File: config.mk
export PLATFORM = sky130hd
export DESIGN_NAME = mult_div_unit
export DESIGN_NICKNAME = d
export VERILOG_FILES = /design/src/rtl/mult_div_unit.sv
export SDC_FILE = /design/constraint.sdc
export NUM_CORES = 1
export LEC_CHECK = 0
export CORE_ASPECT_RATIO = 0.7
export CORE_MARGIN = 8
export CORE_UTILIZATION = 30
export CTS_CLUSTER_SIZE = 20
export DETAILED_ROUTE_END_ITERATION = 10
export GPL_TIMING_DRIVEN = 0
export HOLD_SLACK_MARGIN = 0.06
export SYNTH_ARGS = -nofsm -noshare
export SYNTH_HDL_FRONTEND = slang
export SYNTH_SLANG_ARGS = --single-unit
File: constraint.sdc
create_clock -name clock -period 8.76 [get_ports clock]
set_clock_uncertainty 0.2 [all_clocks]
set_input_delay 2.628 -clock clock [delete_from_list [all_inputs] [get_ports clock]]
set_output_delay 2.628 -clock clock [all_outputs]
set_load 0.02 [all_outputs]
File: src/rtl/mult_div_unit.sv
// Iterative multiply/divide unit with architectural HI/LO registers.
// MULT/MULTU use a shift-add over W cycles, DIV/DIVU a restoring divide
// over W cycles, both on operand magnitudes, followed by one sign-fix
// cycle that writes HI/LO. MTHI/MTLO write HI/LO directly while idle.
module mult_div_unit #(
  parameter int W = 32
) (
  input  logic         clock,
  input  logic         reset,
  input  logic         start_in,
  input  logic [2:0]   op_in,
  input  logic [W-1:0] a_in,
  input  logic [W-1:0] b_in,
  output logic         busy_out,
  output logic         done_out,
  output logic         div_zero_out,
  output logic [W-1:0] hi_out,
  output logic [W-1:0] lo_out
);

  localparam int CW = $clog2(W + 1);

  localparam logic [1:0] S_IDLE = 2'd0;
  localparam logic [1:0] S_MUL  = 2'd1;
  localparam logic [1:0] S_DIV  = 2'd2;
  localparam logic [1:0] S_FIX  = 2'd3;

  localparam logic [2:0] OP_MULT  = 3'b000;
  localparam logic [2:0] OP_MULTU = 3'b001;
  localparam logic [2:0] OP_DIV   = 3'b010;
  localparam logic [2:0] OP_DIVU  = 3'b011;
  localparam logic [2:0] OP_MTHI  = 3'b100;
  localparam logic [2:0] OP_MTLO  = 3'b101;

  // Two's complement negation of a W-bit value.
  function automatic logic [W-1:0] neg_w(input logic [W-1:0] v);
    logic signed [W-1:0] s;
    s = $signed(v);
    return -s;
  endfunction

  // Two's complement negation of the 2W-bit product.
  function automatic logic [2*W-1:0] neg_2w(input logic [2*W-1:0] v);
    logic signed [2*W-1:0] s;
    s = $signed(v);
    return -s;
  endfunction

  // Magnitude of an operand; only negated when it is a negative signed operand.
  function automatic logic [W-1:0] mag_w(input logic [W-1:0] v, input logic neg);
    return neg ? neg_w(v) : v;
  endfunction

  logic [1:0]     state;
  logic [CW-1:0]  cnt;
  logic [2*W-1:0] prod;     // mult: {acc_hi, multiplier}; div: {rem, quo}
  logic [W-1:0]   opnd;     // mult: multiplicand magnitude; div: divisor magnitude
  logic [W-1:0]   a_orig;   // dividend as issued, returned in HI on divide by zero
  logic           sign_a;
  logic           sign_b;
  logic           is_div;
  logic           b_zero;

  logic           op_signed;
  logic           start_sa;
  logic           start_sb;
  logic [W:0]     mul_sum;
  logic [2*W-1:0] mul_next;
  logic [W:0]     div_trial;
  logic [2*W-1:0] div_next;
  logic [2*W-1:0] prod_fixed;

  assign busy_out = (state != S_IDLE);

  // Sign capture for a newly issued command and one iteration of each algorithm.
  always_comb begin
    op_signed  = (op_in == OP_MULT) || (op_in == OP_DIV);
    start_sa   = op_signed & a_in[W-1];
    start_sb   = op_signed & b_in[W-1];

    mul_sum    = {1'b0, prod[2*W-1:W]} + {1'b0, opnd};
    mul_next   = prod[0] ? {mul_sum, prod[W-1:1]} : {1'b0, prod[2*W-1:1]};

    // Bit W of the trial result set means the subtraction underflowed.
    div_trial  = {prod[2*W-1:W], prod[W-1]} - {1'b0, opnd};
    div_next   = div_trial[W] ? {prod[2*W-2:0], 1'b0}
                              : {div_trial[W-1:0], prod[W-2:0], 1'b1};

    prod_fixed = (sign_a ^ sign_b) ? neg_2w(prod) : prod;
  end

  // Control: state sequencing, iteration counter and completion pulses.
  always_ff @(posedge clock or posedge reset) begin
    if (reset) begin
      state        <= S_IDLE;
      cnt          <= '0;
      done_out     <= 1'b0;
      div_zero_out <= 1'b0;
    end else begin
      done_out     <= 1'b0;
      div_zero_out <= 1'b0;
      case (state)
        S_IDLE: begin
          if (start_in) begin
            cnt <= '0;
            if ((op_in == OP_MULT) || (op_in == OP_MULTU)) state <= S_MUL;
            else if ((op_in == OP_DIV) || (op_in == OP_DIVU)) state <= S_DIV;
          end
        end
        S_MUL, S_DIV: begin
          cnt <= cnt + CW'(1);
          if (cnt == CW'(W - 1)) state <= S_FIX;
        end
        default: begin
          done_out     <= 1'b1;
          div_zero_out <= is_div & b_zero;
          state        <= S_IDLE;
        end
      endcase
    end
  end

  // Datapath: operand capture, iteration registers and HI/LO write-back.
  always_ff @(posedge clock or posedge reset) begin
    if (reset) begin
      prod   <= '0;
      opnd   <= '0;
      a_orig <= '0;
      sign_a <= 1'b0;
      sign_b <= 1'b0;
      is_div <= 1'b0;
      b_zero <= 1'b0;
      hi_out <= '0;
      lo_out <= '0;
    end else begin
      case (state)
        S_IDLE: begin
          if (start_in) begin
            case (op_in)
              OP_MTHI: hi_out <= a_in;
              OP_MTLO: lo_out <= a_in;
              OP_MULT, OP_MULTU: begin
                prod   <= {{W{1'b0}}, mag_w(b_in, start_sb)};
                opnd   <= mag_w(a_in, start_sa);
                sign_a <= start_sa;
                sign_b <= start_sb;
                is_div <= 1'b0;
                b_zero <= 1'b0;
              end
              OP_DIV, OP_DIVU: begin
                prod   <= {{W{1'b0}}, mag_w(a_in, start_sa)};
                opnd   <= mag_w(b_in, start_sb);
                a_orig <= a_in;
                sign_a <= start_sa;
                sign_b <= start_sb;
                is_div <= 1'b1;
                b_zero <= (b_in == '0);
              end
              default: ;
            endcase
          end
        end
        S_MUL: prod <= mul_next;
        S_DIV: prod <= div_next;
        default: begin
          if (!is_div) begin
            hi_out <= prod_fixed[2*W-1:W];
            lo_out <= prod_fixed[W-1:0];
          end else if (b_zero) begin
            hi_out <= a_orig;
            lo_out <= '1;
          end else begin
            lo_out <= (sign_a ^ sign_b) ? neg_w(prod[W-1:0]) : prod[W-1:0];
            hi_out <= sign_a ? neg_w(prod[2*W-1:W]) : prod[2*W-1:W];
          end
        end
      endcase
    end
  end

endmodule

==> run summary <==
status = finished, final reports clean
Req. time, crit path = 5930 ps
Clk Tree Root Cell = clkbuf_16
r2r setup slk = 3130 ps
DRT antenna net count = 0
CORE AREA = 0.0581 sq mm
die width = 305 um
CP Capture Type = primary output
first-pass GRT wire length = 126 mm
RSZ-0062 raised after global routing = no
Min Clock Period, post-route = 6830 ps
critical path arrival = 4000 ps
Synth cell types = 91
leading area contributor after synthesis = dfrtp_1
Synth Instances = 2265
Die Y = 218 um
Starting Density = 0.302
crit path capture = busy_out
cts repair resizes = 0
Leak = 8.49 nW
sequential area share after synthesis = 0.294
Worst-Skew Late Latency = 570 ps
CTS clk-pin slew, worst paths = 70 ps
RR Endpoint = prod[59]$_DFFE_PP0P_
fin nets = 2567
FP Rows = 74
gpl congestion = 0.989
Mean Syn Cell Area = 7.75 sq um
Post-synth top flop = dfrtp_1
CP Launch Point = state[0]$_DFFE_PP0P_
FMAX = 0.146 GHz
Slew Limit Fails = 0
Syn Nets = 2410
most frequent cell after synthesis = nand2_1
Num CTS Buffers = 24
met1 Use GR = 0.380
HP Class = reg2reg
busiest grt layer = met1
Least-Margin Pin Slew = 1350 ps
number of global-route vias before repair = 18.3k
Vias = 19.6k
DRC Markers = 0
R2R cell count = 14
hold bufs inserted after CTS = 0
share of post-route cells with drive strength above 1 = 0.0484
initial antenna violation count = 9
max_cap viols = 0
top post-synthesis cells by count = 279 x nand2_1, 227 x o21ai_0, 206 x dfrtp_1
H-tree levels = 1
TritonCTS clock tree = built
final setup fails = 0
largest net degree at the start of global routing = 119
total grt overflow = 0
Max FO, Critical Path = 10
pwr dens = 437 mW/mm^2
met2 GRT Util = 0.343
post-synth top area share = 0.294
P&R area growth vs syn = 18.0%
post-route setup TNS = 0 ps
Critical Path Start Type = register
Post-Syn Area = 0.0176 sq mm
Clock Path Buffers = 3
# Post-CTS Setup Buffers = 0
# IOs = 137
relative slew slack = 0.0917
met3 GRT Util = 0.0571
total track usage = 0.248
Tot Pwr = 9.05 mW
Yosys reg bits = 206
drt via density = 6.12
initial DRC count = 2659
async set or reset register ratio after synthesis = 1.00
Yosys Warn Count = 0
number of enable flip-flop cells after synthesis = 0
top cells by area, synth = dfrtp_1 29%, o21ai_0 6.5%, nand2_1 6.0%, a21oi_1 5.8%, ha_1 5.2%
Clock Sinks = 206
dpl hpwl = 69.8 mm
Finished Core Util = 0.356
Final period util = 0.780
count of final hold-check violations = 0
Port Buffer Count = 130
CP Class = reg2out
first-pass iteration count of the detailed router = 6
drt wl/cell = 27.1 um
reg2reg start = prod[31]$_DFFE_PP0P_
WL final = 86.7 mm
Max VDD drop = 0.196 mV
die footprint = 0.0667 sq mm
how the worst min path moves through the flow:
stage | startpoint | to | slack [ps] | cells after the start
final | hi_out[5]$_DFFE_PP0P_ | hi_out[5]$_DFFE_PP0P_ | 280 | 2
after floorplan | a_orig[30]$_DFFE_PP0P_ | a_orig[30]$_DFFE_PP0P_ | 250 | 2
after global placement | a_orig[28]$_DFFE_PP0P_ | a_orig[28]$_DFFE_PP0P_ | 270 | 2
after CTS | hi_out[5]$_DFFE_PP0P_ | hi_out[5]$_DFFE_PP0P_ | 280 | 2
after detailed placement | hi_out[5]$_DFFE_PP0P_ | hi_out[5]$_DFFE_PP0P_ | 270 | 2
after global routing | lo_out[2]$_DFFE_PP0P_ | lo_out[2]$_DFFE_PP0P_ | 310 | 2
power breakdown:
part	internal, mW	total (mW)	switching (mW)
clock	0.693	1.16	0.464
sequential	1.38	1.83	0.451
combinational	2.04	6.06	4.02
total	4.11	9.05	4.94
critical path, stage by stage (launching register included):
cell and delay (ps):
dfrtp_1 400, inv_1 80, ha_1 190, clkbuf_1 230, inv_1 120, clkbuf_1 640, clkbuf_1 560, clkbuf_1 490
clkdlybuf4s50_1 710
metal layers:
layer,vias to the layer above,share of wire
li1,8589,-
met4,2,0.028
met1,9743,0.47
met5,-,0.00015
met3,130,0.11
met2,1117,0.39
layout by cell type, fill, tap and decap left out, drive strengths merged, types with 47 or more instances in the layout:
cell,netlist,final
a21oi,205,205
clkbuf,155,186
clkdlybuf4s50,0,130
dfrtp,206,206
ha,73,73
inv,71,72
nand2,280,280
nor2,191,191
nor3,47,47
o21ai,246,246
xnor2,100,100
xor2,66,66
sequential cells by signal (all words and copies together), names as in the netlist:
| name | count |
|---|---|
| prod | 64 |
| a_orig | 32 |
| hi_out | 32 |
| lo_out | 32 |
| opnd | 32 |
| cnt | 6 |
| state | 2 |
| b_zero | 1 |
| div_zero_out | 1 |
| done_out | 1 |
| is_div | 1 |
| sign_a | 1 |
| sign_b | 1 |
metrics by stage:
stage          hold slack, ps  cell area, sq um  setup WS [ps]  instances
2_1_floorplan             250             17600            308       2265
3_3_place_gp              271             19800          -2850       3155
3_5_place_dp              270             19800           2610       3156
4_1_cts                   284             20700           2080       3198
5_1_grt                   312             20700           1820       3199
6_report                  283             20700           1930       3200
layout make-up:
type,count,area [sq um]
antenna,2,5.00
buffer,178,694
clock buffer,31,678
clock inverter,11,191
fill,6136,37400
inverter,73,282
multi-input combinational,1808,11400
sequential,206,5150
tap,760,951
timing repair buffer,131,1330
kinds of logic after synthesis:
group	count (synthesis)	share of synthesized area
compound gates	802	0.291
buf+inv	251	0.0551
fa+ha+maj	75	0.0543
xor+xnor	166	0.0828
mux	69	0.0414
flops	206	0.294
simple gates	696	0.182
Note: power is estimated with default switching activity, not from simulation.
